File: src/rtl/multicycle_sequencer.sv
// Multi-cycle instruction sequencer: fetch, decode R-type fields, drive the ALU
// function code, pulse register write-back. Owns the program counter.
module multicycle_sequencer #(
    parameter int              PC_W     = 8,
    parameter logic [PC_W-1:0] RESET_PC = '0
) (
    input  logic            clk,
    input  logic            rst_n,
    input  logic            start,
    output logic            imem_req,
    output logic [PC_W-1:0] imem_addr,
    input  logic            imem_ack,
    input  logic [31:0]     imem_rdata,
    output logic [4:0]      rf_rs_addr,
    output logic [4:0]      rf_rt_addr,
    output logic [4:0]      rf_rd_addr,
    output logic            rf_we,
    output logic [3:0]      alu_op,
    output logic            busy,
    output logic            halted,
    output logic [15:0]     retired
);

    typedef enum logic [2:0] {
        S_IDLE   = 3'd0,
        S_FETCH  = 3'd1,
        S_DECODE = 3'd2,
        S_EXEC   = 3'd3,
        S_WB     = 3'd4,
        S_HALT   = 3'd5
    } state_t;

    localparam logic [PC_W-1:0] PC_STEP  = PC_W'(4);
    localparam logic [3:0]      ALU_IDLE = 4'b1111;
    localparam logic [3:0]      FUNCT_MAX = 4'b1000;

    state_t          state_q, state_d;
    logic [PC_W-1:0] pc_q, pc_d;
    logic [15:0]     retired_q, retired_d;

    // Only the fields the sequencer consumes are kept; shamt bits are dropped.
    logic [5:0]      opcode_q, opcode_d;
    logic [4:0]      rs_q, rs_d;
    logic [4:0]      rt_q, rt_d;
    logic [4:0]      rd_q, rd_d;
    logic [3:0]      funct_q, funct_d;

    logic            legal;

    assign legal = (opcode_q == 6'b000000) && (funct_q <= FUNCT_MAX);

    always_ff @(posedge clk or negedge rst_n) begin
        if (!rst_n) begin
            state_q <= S_IDLE;
        end else begin
            state_q <= state_d;
        end
    end

    always_comb begin
        state_d = state_q;
        case (state_q)
            S_IDLE: begin
                if (start) begin
                    state_d = S_FETCH;
                end
            end
            S_FETCH: begin
                if (imem_ack) begin
                    state_d = S_DECODE;
                end
            end
            S_DECODE: begin
                state_d = legal ? S_EXEC : S_HALT;
            end
            S_EXEC: begin
                state_d = S_WB;
            end
            S_WB: begin
                state_d = S_FETCH;
            end
            S_HALT: begin
                state_d = S_HALT;
            end
            default: begin
                state_d = S_IDLE;
            end
        endcase
    end

    always_comb begin
        pc_d      = pc_q;
        retired_d = retired_q;
        opcode_d  = opcode_q;
        rs_d      = rs_q;
        rt_d      = rt_q;
        rd_d      = rd_q;
        funct_d   = funct_q;
        if (state_q == S_FETCH && imem_ack) begin
            opcode_d = imem_rdata[31:26];
            rs_d     = imem_rdata[25:21];
            rt_d     = imem_rdata[20:16];
            rd_d     = imem_rdata[15:11];
            funct_d  = imem_rdata[3:0];
        end
        // PC wraps modulo 2^PC_W rather than back to RESET_PC.
        if (state_q == S_WB) begin
            pc_d      = pc_q + PC_STEP;
            retired_d = retired_q + 16'd1;
        end
    end

    always_ff @(posedge clk or negedge rst_n) begin
        if (!rst_n) begin
            pc_q      <= RESET_PC;
            retired_q <= '0;
            opcode_q  <= '0;
            rs_q      <= '0;
            rt_q      <= '0;
            rd_q      <= '0;
            funct_q   <= '0;
        end else begin
            pc_q      <= pc_d;
            retired_q <= retired_d;
            opcode_q  <= opcode_d;
            rs_q      <= rs_d;
            rt_q      <= rt_d;
            rd_q      <= rd_d;
            funct_q   <= funct_d;
        end
    end

    // Outputs decode straight from the registered state so an async reset
    // clears them without waiting for a clock edge.
    always_comb begin
        imem_req = (state_q == S_FETCH);
        rf_we    = (state_q == S_WB);
        alu_op   = (state_q == S_EXEC) ? funct_q : ALU_IDLE;
        busy     = (state_q == S_FETCH) || (state_q == S_DECODE) ||
                   (state_q == S_EXEC)  || (state_q == S_WB);
        halted   = (state_q == S_HALT);
    end

    assign imem_addr  = pc_q;
    assign rf_rs_addr = rs_q;
    assign rf_rt_addr = rt_q;
    assign rf_rd_addr = rd_q;
    assign retired    = retired_q;

endmodule
File: config.mk
export PLATFORM = sky130hd
export DESIGN_NAME = multicycle_sequencer
export DESIGN_NICKNAME = d
export VERILOG_FILES = /design/src/rtl/multicycle_sequencer.sv
export SDC_FILE = /design/constraint.sdc
export NUM_CORES = 1
export LEC_CHECK = 0
export BUFFER_PORTS_ARGS = -buffer_cell sky130_fd_sc_hd__buf_4
export CAP_MARGIN = 15
export CORE_MARGIN = 2
export CORE_UTILIZATION = 30
export CTS_BUF_LIST = sky130_fd_sc_hd__clkbuf_4 sky130_fd_sc_hd__clkbuf_8 sky130_fd_sc_hd__clkbuf_16
export DETAILED_ROUTE_END_ITERATION = 6
export PLACE_DENSITY = 0.51
export SLEW_MARGIN = 15
export SYNTH_ARGS = -nofsm -noshare
export SYNTH_HDL_FRONTEND = slang
export SYNTH_SLANG_ARGS = --single-unit
export TNS_END_PERCENT = 1
File: constraint.sdc
create_clock -name clk -period 3.65 [get_ports clk]
set_input_delay 0.365 -clock clk [delete_from_list [all_inputs] [get_ports clk]]
set_output_delay 0.365 -clock clk [all_outputs]
set_load 0.01 [all_outputs]
==> results.json <==
{
  "grt_antenna_before_repair": 0,
  "outcome": "completed",
  "place_inst": 326,
  "start_util_pct": 31.3,
  "fmax_mhz": 544,
  "yosysTopAreaCellShare_pct": 58.5,
  "yosysSeqAreaShare_pct": 58.5,
  "setup_viol": 0,
  "drive_gt1_share_pct": 41.2,
  "fill_cells": 688,
  "fin_setup_tns_ns": 0,
  "cts_resized": 0,
  "synth.area.top_cells": "dfrtp_1 59%, mux2_1 11%, xnor2_1 5.7%",
  "grt_overflow": 0,
  "drcViolationCount": 0,
  "cp_top_family": "flip-flops",
  "vias": 1433,
  "layoutNonFillerInstCount": 334,
  "cp-end-kind": "primary output",
  "synth_cells": 161,
  "async_flop_share_pct": 100,
  "worst_slew_pin_slew_ns": 0.636,
  "grt_usage_pct": 11.5,
  "placed_area_um2": 2770,
  "required_ns": 3.28,
  "cts_buffers": 5,
  "clock_latency_ns": 0.30,
  "synth_enable_flop_cells": 0,
  "synthDistinctLibCells": 34,
  "cp_max_fo": 15,
  "worstPathArrival_ns": 1.47,
  "fin_skew_ns": 0.00403,
  "cp_num_buf_inv": 2,
  "grt_setup_unrepaired": "false",
  "startpoint": "state_q[2]",
  "ctsHoldBuffers": 0,
  "gp_congestion": 0.727,
  "h-tree-depth": 2,
  "p_per_area_nw_per_um2": 684,
  "grt_pass1_vias": 1413,
  "diodes": 0,
  "multi_input_area_um2": 818,
  "fin_crit_ns": 1.84,
  "max_stage_delay_ns": 0.52,
  "die_area_um2": 7820,
  "ys_seq_elements": 50,
  "syn_area_per_cell_um2": 13.3,
  "regArea_um2": 1250,
  "path_clk_slew_ns": 0.09,
  "hold_viol_final": 0,
  "power.total_mw": 1.96,
  "timing.final.crit_share_pct": 50.4,
  "crit_chain": "nor3b_2 -> buf_4 -> buf_4",
  "cp_slowest_cell": "dfrtp_1",
  "drtIter0Drc": 13,
  "areaGrowthSynthToFinish_pct": 33.9,
  "num_rows": 30,
  "drv_slew": 0,
  "die_h_um": 88.4,
  "yosys_warnings": 0,
  "io_buffer_count": 73,
  "ir_drop_mv": 0.207,
  "die_x_um": 88.4,
  "p_leak_nw": 1.34,
  "coreArea_um2": 6830,
  "hold_path.class": "in2async",
  "nets": 275,
  "synth_top_area_cell": "dfrtp_1",
  "startpoint_type": "flip-flop",
  "syn-cell-area_um2": 2140,
  "post_drt_via_cell_ratio": 4.29,
  "ant_nets": 0,
  "wl_per_cell_um": 12.8,
  "cts_tree": "built",
  "regToRegStartpoint": "state_q[2]",
  "final_common_cell": "buf_4",
  "hpwl_um": 3080,
  "firstDrtPassIters": 6,
  "grt_pass1_wl_um": 6870,
  "fin_area_um2": 2860,
  "synthFlopType": "dfrtp_1",
  "clkSinkCount": 50,
  "crit_top_cell": "buf_4",
  "cts_setup_buffers": 0,
  "drt-total-wl_um": 4260,
  "io_pins": 83,
  "clockBufferDepth": 2,
  "crit_type": "reg2out",
  "slew_headroom_pct": 57.6,
  "mostFrequentLayoutCells": "75 x buf_4, 50 x dfrtp_1, 20 x mux2_1",
  "grt_start_max_net_pins": 51,
  "drv_cap": 0,
  "root_buffer": "clkbuf_8"
}
power breakdown:
group	leakage (nW)	switching, mW	internal (mW)
logic	0.663	0.301	0.421
registers	0.627	0.144	0.751
clock network	0.0517	0.181	0.161
total	1.34	0.626	1.33
metal layers:
| layer | up-vias | global-route usage, % | share of wire [%] |
|---|---|---|---|
| met5 | - | 0 | 0 |
| met4 | 0 | 4.96 | 0.99 |
| met3 | 4 | 2.80 | 5.4 |
| met2 | 36 | 18.0 | 49 |
| met1 | 694 | 15.1 | 45 |
| li1 | 699 | - | - |
registers in the layout, indices dropped and copies added, names as in the netlist:
name,flops
funct_q,4
imem_addr,6
opcode_q,6
retired,16
rf_rd_addr,5
rf_rs_addr,5
rf_rt_addr,5
state_q,3
logic make-up (layout without fill, tap and decap cells):
kind of cell,count (synthesis),after routing,share of synthesized area (%)
muxes,27,27,14.2
DFF,50,50,58.5
other,1,2,0.175
adders and majority gates,2,2,1.17
AOI/OAI and AO/OA,6,6,1.87
and+or+nand+nor,43,43,12.1
xor gates and xnor gates,21,21,8.60
buffers and inverters,11,87,3.39
path summary, 6_finish.rpt:
check | endpoint | slack, ns | depth (start not counted)
min reg2reg | retired[15] | 0.47 | 1
max reg2reg | retired[10] | 1.85 | 5
min | rf_rs_addr[0] | 0.07 | 1
max | rf_we | 1.81 | 3
max in group asynchronous | imem_addr[6] | 3.14 | 1
min in group clk | rf_rt_addr[0] | 0.27 | 2
cell type report:
type	count	area share, %
flip-flops and latches	50	43.7
multi-input cells	101	28.6
repair buffers	75	19.7
well taps	96	4.20
clock buffers	7	3.15
inverters	4	0.524
clock inverters	1	0.175
per-stage QoR:
stage / hold slack (ns) / setup slack [ns] / util, %
final: 0.0726 / 1.81 / 41.9
after global routing: 0.126 / 1.64 / 41.9
after CTS: 0.104 / 1.79 / 41.9
after detailed placement: 0.437 / 1.86 / 40.5
after global placement: 0.444 / 1.86 / 40.5
after floorplan: 0.0694 / 2.02 / -
cells in the mapped netlist, drive strengths merged (2+ instances only):
cell type / instances
dfrtp: 50
mux2: 27
xnor2: 14
buf: 7
xor2: 7
nor3: 6
nand2: 5
nand4: 5
nor2: 5
inv: 4
nand3: 4
or2: 4
and3: 3
and2: 2
ha: 2
nor2b: 2
nor4: 2
(Power assumes the default switching activity.)
